$ cat src/rtl/dsp_flow_ctrl_pkg.sv
// ============================================================================
//  Module      : dsp_flow_ctrl_pkg
//  Description : Shared encodings for the DSP fetch sequencer / flow controller
//  Revision    : 1.0 - initial release
// ============================================================================
`default_nettype none

package dsp_flow_ctrl_pkg;

    localparam int INST_WORD_LEN = 32;

    localparam logic [2:0] FLOW_NONE = 3'd0;
    localparam logic [2:0] FLOW_JMP  = 3'd1;
    localparam logic [2:0] FLOW_BEZ  = 3'd2;
    localparam logic [2:0] FLOW_BNEZ = 3'd3;
    localparam logic [2:0] FLOW_BEQ  = 3'd4;

    localparam logic [2:0] MEM_NONE   = 3'd0;
    localparam logic [2:0] MEM_LD     = 3'd1;
    localparam logic [2:0] MEM_LD_IMM = 3'd2;
    localparam logic [2:0] MEM_ST     = 3'd3;

    typedef enum logic [1:0] {
        ST_IDLE     = 2'd0,
        ST_RUN      = 2'd1,
        ST_REDIRECT = 2'd2,
        ST_HALTED   = 2'd3
    } flow_state_t;

    function automatic logic src_hit(input logic use_src, input logic [4:0] src, input logic [4:0] dest);
        return use_src & (src == dest);
    endfunction

endpackage

`default_nettype wire

$ cat src/rtl/dsp_branch_resolve.sv
// ============================================================================
//  Module      : dsp_branch_resolve
//  Description : Combinational branch decision and target for the execute stage
//  Revision    : 1.0 - initial release
// ============================================================================
`default_nettype none

module dsp_branch_resolve
    import dsp_flow_ctrl_pkg::*;
#(
    parameter int PC_W = 16
) (
    input  logic            valid,
    input  logic [2:0]      flow_mode,
    input  logic [15:0]     data_s1,
    input  logic [15:0]     data_s2,
    input  logic [PC_W-1:0] jaddress,
    output logic            taken,
    output logic [PC_W-1:0] target
);

    logic w_cond;

    always_comb begin
        w_cond = 1'b0;
        case (flow_mode)
            FLOW_JMP:  w_cond = 1'b1;
            FLOW_BEZ:  w_cond = (data_s1 == 16'h0000);
            FLOW_BNEZ: w_cond = (data_s1 != 16'h0000);
            FLOW_BEQ:  w_cond = (data_s1 == data_s2);
            default:   w_cond = 1'b0;
        endcase
        taken  = valid & w_cond;
        target = jaddress;
    end

endmodule

`default_nettype wire

$ cat src/rtl/dsp_flow_ctrl.sv
// ============================================================================
//  Module      : dsp_flow_ctrl
//  Description : PC owner, instruction fetch, branch redirect and load-use stall
//  Revision    : 1.0 - initial release
// ============================================================================
`default_nettype none

module dsp_flow_ctrl
    import dsp_flow_ctrl_pkg::*;
#(
    parameter int              PC_W     = 16,
    parameter int              INST_W   = INST_WORD_LEN,
    parameter logic [PC_W-1:0] RESET_PC = {PC_W{1'b0}}
) (
    input  logic              clk,
    input  logic              rst,
    input  logic              start,
    input  logic              halt,
    output logic              imem_req,
    output logic [PC_W-1:0]   imem_addr,
    input  logic              imem_ready,
    input  logic [INST_W-1:0] imem_rdata,
    output logic [INST_W-1:0] if_instr,
    output logic [PC_W-1:0]   if_pc,
    output logic              if_valid,
    input  logic [4:0]        id_reg_addr1,
    input  logic [4:0]        id_reg_addr2,
    input  logic              id_use1,
    input  logic              id_use2,
    input  logic              ex_valid,
    input  logic [2:0]        ex_flow_mode,
    input  logic [2:0]        ex_mem_mode,
    input  logic [4:0]        ex_reg_dest,
    input  logic [15:0]       ex_data_s1,
    input  logic [15:0]       ex_data_s2,
    input  logic [PC_W-1:0]   ex_jaddress,
    output logic              id_hold,
    output logic              id_flush,
    output logic              ex_bubble,
    output logic              halted
);

    flow_state_t       state_q, state_d;
    logic [PC_W-1:0]   pc_q, pc_d;
    logic [INST_W-1:0] if_instr_q, if_instr_d;
    logic [PC_W-1:0]   if_pc_q, if_pc_d;
    logic              if_valid_q, if_valid_d;

    logic              taken;
    logic [PC_W-1:0]   target;
    logic              stall;

    dsp_branch_resolve #(
        .PC_W (PC_W)
    ) u_branch_resolve (
        .valid     (ex_valid),
        .flow_mode (ex_flow_mode),
        .data_s1   (ex_data_s1),
        .data_s2   (ex_data_s2),
        .jaddress  (ex_jaddress),
        .taken     (taken),
        .target    (target)
    );

    // Load in execute whose destination is read by the live decode instruction.
    assign stall = ex_valid & (ex_mem_mode == MEM_LD) & if_valid_q &
                   (src_hit(id_use1, id_reg_addr1, ex_reg_dest) |
                    src_hit(id_use2, id_reg_addr2, ex_reg_dest));

    always_comb begin
        state_d    = state_q;
        pc_d       = pc_q;
        if_instr_d = if_instr_q;
        if_pc_d    = if_pc_q;
        if_valid_d = if_valid_q;
        imem_req   = 1'b0;
        id_hold    = 1'b0;
        id_flush   = 1'b0;
        ex_bubble  = 1'b0;

        case (state_q)
            ST_IDLE: begin
                if (halt) begin
                    state_d = ST_HALTED;
                end else if (start) begin
                    state_d = ST_RUN;
                end
            end
            ST_RUN: begin
                if (taken) begin
                    id_flush   = 1'b1;
                    ex_bubble  = 1'b1;
                    pc_d       = target;
                    if_valid_d = 1'b0;
                    state_d    = halt ? ST_HALTED : ST_REDIRECT;
                end else if (halt) begin
                    if_valid_d = 1'b0;
                    state_d    = ST_HALTED;
                end else if (stall) begin
                    id_hold   = 1'b1;
                    ex_bubble = 1'b1;
                end else begin
                    imem_req = 1'b1;
                    if (imem_ready) begin
                        if_instr_d = imem_rdata;
                        if_pc_d    = pc_q;
                        if_valid_d = 1'b1;
                        pc_d       = pc_q + PC_W'(1);
                    end else begin
                        if_valid_d = 1'b0;
                    end
                end
            end
            ST_REDIRECT: begin
                // if_instr still holds the word fetched before the branch resolved.
                id_flush = 1'b1;
                state_d  = halt ? ST_HALTED : ST_RUN;
            end
            ST_HALTED: begin
                if_valid_d = 1'b0;
            end
            default: begin
                state_d = ST_IDLE;
            end
        endcase
    end

    always_ff @(posedge clk) begin
        if (rst) begin
            state_q    <= ST_IDLE;
            pc_q       <= RESET_PC;
            if_instr_q <= {INST_W{1'b0}};
            if_pc_q    <= {PC_W{1'b0}};
            if_valid_q <= 1'b0;
        end else begin
            state_q    <= state_d;
            pc_q       <= pc_d;
            if_instr_q <= if_instr_d;
            if_pc_q    <= if_pc_d;
            if_valid_q <= if_valid_d;
        end
    end

    assign imem_addr = pc_q;
    assign if_instr  = if_instr_q;
    assign if_pc     = if_pc_q;
    assign if_valid  = if_valid_q;
    assign halted    = (state_q == ST_HALTED);

endmodule

`default_nettype wire

$ cat config.mk
export PLATFORM = sky130hd
export DESIGN_NAME = dsp_flow_ctrl
export DESIGN_NICKNAME = d
export VERILOG_FILES = /design/src/rtl/dsp_flow_ctrl_pkg.sv /design/src/rtl/dsp_branch_resolve.sv /design/src/rtl/dsp_flow_ctrl.sv
export SDC_FILE = /design/constraint.sdc
export NUM_CORES = 1
export LEC_CHECK = 0
export ABC_CLOCK_PERIOD_IN_PS = 2400
export CORE_MARGIN = 4
export CORE_UTILIZATION = 35
export DETAILED_ROUTE_END_ITERATION = 8
export PLACE_DENSITY = 0.73
export SYNTH_ARGS = -nofsm -noshare
export SYNTH_HDL_FRONTEND = slang
export SYNTH_SLANG_ARGS = --single-unit
$ cat constraint.sdc
create_clock -name clk -period 2.4 [get_ports clk]
set_input_delay 0.48 -clock clk [delete_from_list [all_inputs] [get_ports clk]]
set_output_delay 0.48 -clock clk [all_outputs]
set_load 0.01 [all_outputs]
# Yosys cells after proc, flatten, opt, wreduce, memory -nomap -nowiden
# Cells that the tools add are included.
# totals
ff_bits	67
inputBits	109
out_inout_bits	70
wordCells	71
# classes
n_addsub	1
eq_ne	16
n_mux	29
bitwise_logic	10
reduce_logical	10
# ops
operator	n
$mux W16	4
$add A16 B1 Y16 const B	1
$eq A16 B16 Y1	1
$logic_not A16 Y1	1
$mux W1	16
$reduce_bool A16 Y1	1
$eq A5 B5 Y1	2
$mux W2	5
$and A1 B1 Y1	6
$eq A3 B1 Y1 const B	2
$eq A3 B2 Y1 const B	2
$ne A3 B3 Y1 const B	2
$pmux W2 S3	1
$reduce_and A5 Y1	1
$eq A2 B2 Y1 const B	2
$ne A4 B4 Y1 const B	1
$pmux W1 S2	2
$pmux W1 S4	1
$reduce_and A4 Y1	1
$reduce_bool A2 Y1	2
$eq A3 B3 Y1 const B	1
$not A1 Y1	3
$reduce_and A3 Y1	1
$reduce_bool A3 Y1	1
other kinds (6)	6

# Depth between registers and ports, before layout
# Gate-level depths: netlist of the first run.
# depth
word_depth	8
ltp_mapped	10
ltp_nobuf	8

# Cells and area by module
# Synthesis of the first run repeated with hierarchy kept, for this count alone.
# hier_totals
hier_cells	478
area_unflattened_um2	3791.1
# by_module_without_submodules
mod	n_inst	cells_each	area_each_um2	seq_area_each_um2
dsp_flow_ctrl	1	429	3420.8	1341.3
dsp_branch_resolve	1	49	370.4	0.0

# Worst setup path after synthesis of the first run
# No wires, ideal clock.
# synth_timing
path_kind	input port to output port
start	input ex_data_s1[1]
end	output id_flush
arrival_time_ps	2188
required_ps	1920
path_slack_ps	-268
path_stages	7
path_buffers	1
path_cell_list	nor4_1 -> nand4_1 -> or3_1 -> a21oi_4 -> o21ai_2 -> clkbuf_1 -> a21boi_0
# synth_via
elab_chain_len	5
word_cells_on_any_way	7
cone_classes	eq/ne (1); mux (3); bitwise (1); reduce/logical (2)
# synth_lines
element	line_no	source
from (decl)	dsp_flow_ctrl.sv:34	input logic [15:0] ex_data_s1,
$eq A16 B16 Y1 (tied with other cells)	dsp_branch_resolve.sv:30	FLOW_BEQ: w_cond = (data_s1 == data_s2);
$pmux W1 S4 *	dsp_branch_resolve.sv:26	case (flow_mode)
$and A1 B1 Y1 *	dsp_branch_resolve.sv:33	taken = valid & w_cond;
$mux W1 *	dsp_flow_ctrl.sv:90	if (taken) begin
$pmux W1 S2 *	dsp_flow_ctrl.sv:81	case (state_q)
to (decl)	dsp_flow_ctrl.sv:38	output logic id_flush,
# Mark *: on every way between the ends. The rest lies on a longest branch, timed or not.

# Worst setup path in the final report of the first run
# layout_timing
start	input id_reg_addr1[0]
end	output id_hold
# layout_via
elab_chain_len	8
# layout_lines
element	line_no	source
from (decl)	dsp_flow_ctrl.sv:26	input logic [4:0] id_reg_addr1,
$eq A5 B5 Y1	dsp_flow_ctrl_pkg.sv:31	return use_src & (src == dest);
$and A1 B1 Y1	dsp_flow_ctrl_pkg.sv:31	
$or A1 B1 Y1	dsp_flow_ctrl.sv:67	(src_hit(id_use1, id_reg_addr1, ex_reg_dest) |
$and A1 B1 Y1	dsp_flow_ctrl.sv:66	assign stall = ex_valid & (ex_mem_mode == MEM_LD) & if_valid_q &
$mux W1	dsp_flow_ctrl.sv:99	end else if (stall) begin
$mux W1	dsp_flow_ctrl.sv:96	end else if (halt) begin
$mux W1	dsp_flow_ctrl.sv:90	
$mux W1	dsp_flow_ctrl.sv:81	
to (decl)	dsp_flow_ctrl.sv:37	output logic id_hold,
# No other way between the ends.

==> reports/qor.yml, run 1 <==
grt:
  grt_pass1_wl_um: 19900
  grt_antenna_before_repair: 0
  gr-total-overflow: 0
  grt_util_all_layers: 0.218
  grt_pass1_vias: 3907
  grt_max_degree: 31
setup_path:
  worstSetupEndpointType: "output pin"
  crit_required_ps: 1920
  critPathLaunchType: "input port"
  crit_arrival_ps: 2050
  cp_max_fo: 2
  crit_type: "input port to output pin"
timing:
  finalCritPeriodShare: 1.06
  hold_viol_final: 0
  tns_ps: -453
  fin_ws_ps: -132
  worst_slew_pin_slew_ps: 570
  slew_violations: 0
  post-route-min-period_ps: 2530
  max-slew-margin-rel: 0.620
  setup_viol: 4
  fmax_ghz: 0.395
  rsz0062_at_grt: "true"
  skew_ps: 15.3
synth:
  syn_area_um2: 3420
  synth_compound_area_frac: 0.0899
  synthAdderAreaFrac: 0.0183
  synth_top_area_frac: 0.392
  synth-seq-area-share: 0.392
  async_flop_share: 0
  syn_avg_cell_area_um2: 9.15
  synth_edf_count: 0
  yosysTopAreaCell: "dfxtp_1"
  yosys_warnings: 0
  ys_ff_latch: 67
  postSynthCellCount: 374
  yosys_most_used_dff: "dfxtp_1"
  muxShareOfSynthArea: 0.152
  syn-num-nets: 488
  synth.top_cells.by_area: "dfxtp_1, mux2i_1, xor2_1"
  synth_xor_area_frac: 0.0691
  ys_types: 49
  synth_top_family_by_area: "simple AND/OR/NAND/NOR gates"
  synthSimpleGateAreaFrac: 0.240
worst_hold_path:
  hold_path_class: "register to register"
place:
  dpl_cell_area_um2: 5680
  port_buffers: 178
  place.gp.congestion: 0.791
  hpwl_um: 8870
clock_network:
  ctsHoldBuffers: 0
  cts_tree: "yes"
  cts_buffers: 9
  cts.sinks: 67
  clkTransAtPathRegs_ps: 70
  clk_latency_ps: 350
  htree_num_levels: 3
  cts-root-buf: "clkbuf_8"
  cts.path.max_buffers: 2
route:
  drc: 0
  ant_nets: 0
  vias_per_cell: 5.04
  wirelength_um: 12800
  first_pass_iters: 4
  wl_per_cell_um: 17.2
  drtIter0Drc: 207
  vias: 3747
power_and_ir_drop:
  p_leak_nw: 2.41
  powerDensity_nw_per_um2: 493
  ir_worst_vdd_uv: 448
die:
  ioPinCount: 179
  dieWidth_um: 107
  dieArea_um2: 11400
  rows: 35
  dieHeight_um: 107
  coreArea_um2: 9370
  initial_core_util: 0.365
cells_and_area:
  design_area_um2: 6290
  drive_above_1_share: 0.252
  syn_to_final_growth_pct: 83.8
  num_antenna_cells: 0
  nNetsFinal: 724
  fin_util: 0.672
  nFillCells: 806
run:
  maxCapViolCount: 0
run_status:
  status: "finished with violations"
  violations: "negative setup slack"
cell type report:
type                    count  area, um2  share of cell area
clock inverters             6       87.6              0.0139
repair buffers            244       2370               0.376
multi-input cells         280       2180               0.346
flip-flops and latches     67       1340               0.213
clock buffers              10        128              0.0203
inverters                   8       30.0             0.00477
well taps                 129        161              0.0256
flip-flops by register name (all words and copies together) (netlist names):
| register | cells |
|---|---|
| if_instr | 32 |
| if_pc | 16 |
| imem_addr | 16 |
| state_q | 2 |
| if_valid | 1 |
cells in the mapped netlist (all sizes together) (3+ instances only):
cell,n
dfxtp,67
nor2,58
mux2i,52
xor2,26
nand3,18
nor4,15
a31oi,11
clkbuf,11
nand2,10
buf,8
inv,8
o21ai,8
a21oi,7
nor3,7
nand4,6
or3,6
or4,6
ha,5
nand4b,5
nor2b,5
nor4b,4
nand2b,3
nand3b,3
through the flow:
stage	instances	hold slack [ps]	total power (W)	setup WS [ps]
floorplan	374	515	0.00156	-57.4
global placement	709	471	0.00197	-914
detailed placement	709	483	0.00199	-934
CTS	742	503	0.00309	-250
global route	744	529	0.00324	-255
finish	744	493	0.00310	-132
placed cells by master, fill, tap and decap left out, types with 3 or more instances in the layout:
master           synthesis  final
buf_16                   0      4
nor4_4                   0      3
inv_1                    8      8
dfxtp_1                 67     67
ha_1                     5      4
nand3b_1                 3      3
clkbuf_8                 0      9
nand2_1                 10     10
a31oi_1                 11     11
buf_6                    2     13
nor4_1                  14      6
nand4b_1                 5      5
clkbuf_2                 0      3
nand4_1                  6      6
nor2_1                  58     56
clkdlybuf4s50_1          0    121
nor4_2                   1      6
mux2i_1                 52     50
nor3_1                   6      4
dlygate4sd2_1            0     12
xor2_1                  26     19
xor2_2                   0      7
clkdlybuf4s15_1          0      9
nor2b_1                  5      4
buf_2                    3     20
buf_12                   0      3
nor4b_2                  0      4
or4_1                    6      6
buf_4                    3     48
or3_1                    6      5
nand3_1                 18     18
o21ai_1                  5      5
nand2b_1                 3      3
dlymetal6s2s_1           0      7
a21oi_1                  6      5
cells by family after synthesis:
| kind of cell | after synthesis |
|---|---|
| adders and majority gates | 5 |
| muxes | 52 |
| buffers and inverters | 27 |
| AOI/OAI and AO/OA | 41 |
| DFF | 67 |
| xor gates and xnor gates | 27 |
| and+or+nand+nor | 155 |
where the power goes:
| part | internal, W | switching, W |
|---|---|---|
| Sequential | 0.00116 | 0.0000484 |
| Combinational | 0.000485 | 0.000367 |
| Clock | 0.000588 | 0.000455 |
metal layers:
layer	up-vias	GRT usage	wire, um
met3	17	0.0590	984
li1	1820	-	-
met1	1779	0.258	5210
met4	0	0.0566	178
met5	-	0	0
met2	131	0.387	6380
repair_timing:
item                                    in CTS  in global routing
pin swaps                                   36                 23
gates resized for setup                    160                 38
buffers inserted                            14                  1
hold endpoints to repair                     0                  0
gates cloned                                 4                  2
endpoints found under the setup margin      70                 63
worst paths after layout:
kind	to	slack (ps)	from	depth (start not counted)
min	if_instr[25]	490	if_instr[25]	2
max reg2reg	if_pc[3]	150	if_valid	11
min reg2reg	if_instr[25]	490	if_instr[25]	2
max	id_hold	-130	id_reg_addr1[0]	8
worst max-delay path, cell delays in order:
cell and delay (ps):
dlygate4sd2_1 240, xor2_1 160, or4_1 420, nor4_2 190, a21oi_2 80, nor4_2 230
buf_4 160, buf_6 100
Note: power is estimated with default switching activity, not from simulation.
==> run 2, diff against run 1 <==
ABC_CLOCK_PERIOD_IN_PS = 2600   (was 2400)
PLACE_DENSITY = 0.7   (was 0.73)
clock period = 2.6 ns   (was 2.4 ns; I/O delays follow)
==> reports/qor.yml, run 2 (synthesized netlist as in run 1, its figures left out) <==
die:
  initial_core_util: 0.365
  ioPinCount: 179
  dieArea_um2: 11400
  dieHeight_um: 107
  dieWidth_um: 107
  coreArea_um2: 9370
  rows: 35
clock_network:
  clkTransAtPathRegs_ps: 70
  cts.path.max_buffers: 2
  cts_tree: "yes"
  cts.sinks: 67
  clk_latency_ps: 350
  htree_num_levels: 3
  cts_buffers: 9
  cts-root-buf: "clkbuf_8"
grt:
  gr-total-overflow: 0
  grt_pass1_vias: 3900
  grt_util_all_layers: 0.207
  grt_antenna_before_repair: 0
  grt_pass1_wl_um: 19200
  grt_max_degree: 37
power_and_ir_drop:
  seq_power_share: 0.378
  clock_power_share: 0.364
  switching_share: 0.273
  p_switching_w: 0.000806
  powerDensity_nw_per_um2: 469
  combPwrFrac: 0.259
  p_int_w: 0.00215
  ir_worst_vdd_uv: 372
  p_leak_nw: 2.39
  p_total_w: 0.00296
timing:
  fin_ws_ps: -61.4
  skew_ps: 10.1
  slew_violations: 0
  post-route-min-period_ps: 2660
  setup_viol: 3
  worst_slew_pin_slew_ps: 641
  max-slew-margin-rel: 0.573
  fmax_ghz: 0.376
  rsz0062_at_grt: "true"
  hold_viol_final: 0
  finalCritPeriodShare: 1.02
place:
  port_buffers: 178
  place.gp.congestion: 0.892
  dp_cells: 715
  dpl_cell_area_um2: 5720
  hpwl_um: 9090
route:
  wl_per_cell_um: 16.8
  drc: 0
  wirelength_um: 12500
  vias: 3751
  ant_nets: 0
  first_pass_iters: 4
  drtIter0Drc: 183
  vias_per_cell: 5.06
worst_hold_path:
  hold_path_class: "register to register"
cells_and_area:
  layout_common_cells: "clkdlybuf4s50_1, dfxtp_1, nor2_1, mux2i_1, buf_4"
  syn_to_final_growth_pct: 84.2
  nFillCells: 767
  final_common_cell: "clkdlybuf4s50_1"
  regArea_um2: 1340
  largest_reg_flops: 32
  finalNonFillerCells: 741
  design_area_um2: 6310
  fin_util: 0.673
  nNetsFinal: 721
  multi_input_area_um2: 2200
  num_antenna_cells: 0
  drive_above_1_share: 0.245
setup_path:
  max_stage_delay_ps: 320
  path_cells: "buf_8, nor4_4, nand4_1, buf_4, o21ai_4, a21oi_4, buf_6, nor4_4, buf_2"
  crit_required_ps: 2080
  cp_top_family: "simple AND/OR/NAND/NOR gates"
  critPathBufInv: 4
  cp_max_fo: 3
  critPathLaunchType: "input port"
  cp_common_cell: "nor4_4"
  worstSetupEndpointType: "output pin"
  crit_type: "input port to output pin"
  critical-path-slowest-cell: "nor4_4"
  crit_arrival_ps: 2140
run:
  maxCapViolCount: 0
run_status:
  violations: "negative setup slack"
  status: "finished with violations"
[run 2: cell types whose count changed in the layout (fill, tap and decap cells not counted), sizes merged, moves of 2 or more]
cell / delta
clkinvlp: +2
clkinv: -3
clkdlybuf4s50: +4
buf: -9
[run 2: power groups by stage]
stage                     combinational (W)  clock (W)  sequential [W]
after floorplan                    0.000288          0         0.00115
after global placement             0.000698          0         0.00114
after detailed placement           0.000709          0         0.00114
after CTS                          0.000710    0.00109         0.00112
after global routing               0.000820    0.00114         0.00112
final                              0.000764    0.00107         0.00112
[run 2: through the flow]
step                worst slack [ps]  hold WS, ps  TNS [ps]
detailed placement              -914          485    -30300
global route                    -156          529      -546
finish                         -61.4          497     -79.6
floorplan                       15.6          515         0
global placement                -853          472    -27830
CTS                             -147          500      -472
[run 2: worst min-delay path, cell delays in order (launching register included)]
cell,delay [ps]
dfxtp_1,330
mux2i_1,60
nor2_1,70
[run 2: per-layer routing]
layer / vias up / part of all wire / global-route usage
met5: - / 0 / 0
met4: 0 / 0.021 / 0.0740
met3: 21 / 0.097 / 0.0747
met2: 170 / 0.47 / 0.348
met1: 1760 / 0.41 / 0.242
li1: 1800 / - / -
[run 2: what timing repair did]
| action | in CTS | in global routing |
|---|---|---|
| endpoints found under the setup margin | 60 | 60 |
| hold buffers | 0 | 0 |
| resized for setup | 142 | 51 |
| cloned | 0 | 3 |
| setup buffers | 4 | 4 |
| pin swaps | 32 | 25 |
[run 2: final timing paths]
check | to | slack, ps | startpoint | depth (start not counted)
worst max-delay path | id_hold | -60 | ex_data_s1[9] | 9
worst min-delay path | if_pc[2] | 500 | if_pc[2] | 2
worst max register to register | if_instr[21] | 220 | state_q[1] | 11
worst min register to register | if_pc[2] | 500 | if_pc[2] | 2
[run 2: layout make-up]
type | instances | share of cell area
Clock inverter | 7 | 0.0194
Inverter | 8 | 0.00476
Timing Repair Buffer | 241 | 0.369
Tap cell | 129 | 0.0256
Sequential cell | 67 | 0.213
Multi-Input combinational cell | 280 | 0.349
Clock buffer | 9 | 0.0196
==> run 3, diff against run 2 <==
CORE_MARGIN = not set   (was 4)
CORE_UTILIZATION = 40   (was 35)
PLACE_DENSITY = 0.79   (was 0.7)
==> reports/qor.yml, run 3 (synthesized netlist as in run 1, its figures left out) <==
run_status:
  status: "finished with violations"
  violations: "negative setup slack"
place:
  dp_cells: 680
  port_buffers: 178
  place.gp.congestion: 0.834
  hpwl_um: 8220
  preCtsSetupSlack_ps: -869
die:
  dieWidth_um: 94.5
  dieArea_um2: 8930
  rows: 33
  coreArea_um2: 8260
  ioPinCount: 179
  initial_core_util: 0.415
  dieHeight_um: 94.5
timing:
  finalCritPeriodShare: 1.01
  fin_ws_ps: -14.4
  tns_ps: -35.6
  hold_viol_final: 0
  post-route-min-period_ps: 2610
  setup_viol: 3
  skew_ps: 9.14
  max-slew-margin-rel: 0.605
  worst_slew_pin_slew_ps: 593
  rsz0062_at_grt: "true"
  slew_violations: 0
  fmax_ghz: 0.382
grt:
  grt_pass1_wl_um: 17500
  grt_util_all_layers: 0.253
  grt_pass1_vias: 3739
  gr-total-overflow: 0
  grt_antenna_before_repair: 0
  grt_max_degree: 36
clock_network:
  ctsHoldBuffers: 0
  cts.sinks: 67
  clkTransAtPathRegs_ps: 70
  cts_buffers: 9
  cts_tree: "yes"
  clk_latency_ps: 350
  htree_num_levels: 3
  cts.path.max_buffers: 2
  cts-root-buf: "clkbuf_8"
route:
  ant_nets: 0
  drc: 0
  first_pass_iters: 4
  wirelength_um: 11500
  drtIter0Drc: 162
  wl_per_cell_um: 16.2
  vias: 3727
  vias_per_cell: 5.22
power_and_ir_drop:
  seq_power_share: 0.392
  ir_worst_vdd_uv: 437
  switching_share: 0.271
  p_leak_nw: 2.29
  combPwrFrac: 0.255
  powerDensity_nw_per_um2: 468
  p_int_w: 0.00208
  clock_power_share: 0.353
  p_switching_w: 0.000773
  p_total_w: 0.00285
setup_path:
  worstSetupEndpointType: "output pin"
  critPathLaunchType: "input port"
  critical-path-slowest-cell: "clkdlybuf4s50_1"
  crit_arrival_ps: 2090
  max_stage_delay_ps: 440
  path_cells: "clkdlybuf4s50_1, xor2_2, nor4_1, a21oi_2, nor4_2, buf_2"
  crit_required_ps: 2080
  crit_start: "id_reg_addr2[4]"
  critPathBufInv: 2
  crit_type: "input port to output pin"
  cp_max_fo: 2
  rr_startpoint: "state_q[1]"
  cp_top_family: "buffers and inverters"
cells_and_area:
  layout_common_cells: "clkdlybuf4s50_1, dfxtp_1, nor2_1, mux2i_1, buf_4"
  nNetsFinal: 718
  final_common_cell: "clkdlybuf4s50_1"
  drive_above_1_share: 0.235
  syn_to_final_growth_pct: 78.3
  finalNonFillerCells: 714
  fin_util: 0.739
  num_antenna_cells: 0
  largest_reg_flops: 32
worst_hold_path:
  hold_path_class: "register to register"
  worstHoldStart: "if_instr[8]"
run:
  maxCapViolCount: 0
run 3: changes by cell type in the layout (fill, tap and decap cells not counted), sizes merged:
cell           previous run  this run
clkbuf                   16        13
clkdlybuf4s15            10         8
bufinv                    3         2
dlygate4sd2              12        10
dlymetal6s2s              6         1
inv                      10         9
clkdlybuf4s50           125       129
buf                      81        88
run 3: final timing paths:
| kind | endpoint | slack, ps | cells past startpoint |
|---|---|---|---|
| min reg2reg | if_instr[8] | 500 | 2 |
| min | if_instr[8] | 500 | 2 |
| max | id_hold | -10 | 6 |
| max reg2reg | if_instr[24] | 340 | 10 |
run 3: timing repair:
| action | 4_1_cts | 5_1_grt |
|---|---|---|
| setup buffers | 16 | 0 |
| cloned | 3 | 0 |
| pin swaps | 37 | 14 |
| gates resized for setup | 172 | 21 |
| endpoints found under the hold margin | 0 | 0 |
| endpoints found under the setup margin | 62 | 53 |
run 3: routing by layer:
metal	vias to the layer above	wire length, um	global-route usage	share of wire
li1	1815	-	-	-
met1	1733	4430	0.269	0.38
met2	160	5740	0.464	0.50
met3	19	1160	0.0741	0.10
met4	0	209	0.102	0.018
met5	-	0	0	0
run 3: worst reg2reg max path: stages, from the launching register on:
cell and delay (ps):
dfxtp_1 330, inv_1 110, ha_1 250, nor2b_1 210
nand2_1 170, or2_4 310, nor3_4 140, buf_6 180
buf_12 150, mux2i_1 210, nor2_1 70
run 3: layout make-up:
class,instances,area (um2)
multi-input combinational,280,2120
timing repair buffer,238,2250
sequential,67,1340
clock inverter,5,83.8
fill,607,2160
tap,105,131
clock buffer,11,151
inverter,8,30.0
run 3: power by group through the flow:
stage               registers (W)  logic, W  clock network, W
finish                    0.00112  0.000729           0.00101
global route              0.00113  0.000783           0.00107
detailed placement        0.00114  0.000683                 0
global placement          0.00114  0.000669                 0
CTS                       0.00112  0.000723           0.00102
floorplan                 0.00115  0.000288                 0
run 3: stage by stage:
step / hold slack (ps) / cell area (um2)
5_1_grt: 524 / 6100
6_report: 498 / 6100
4_1_cts: 506 / 6040
3_5_place_dp: 485 / 5580
2_1_floorplan: 515 / 3430
3_3_place_gp: 471 / 5580
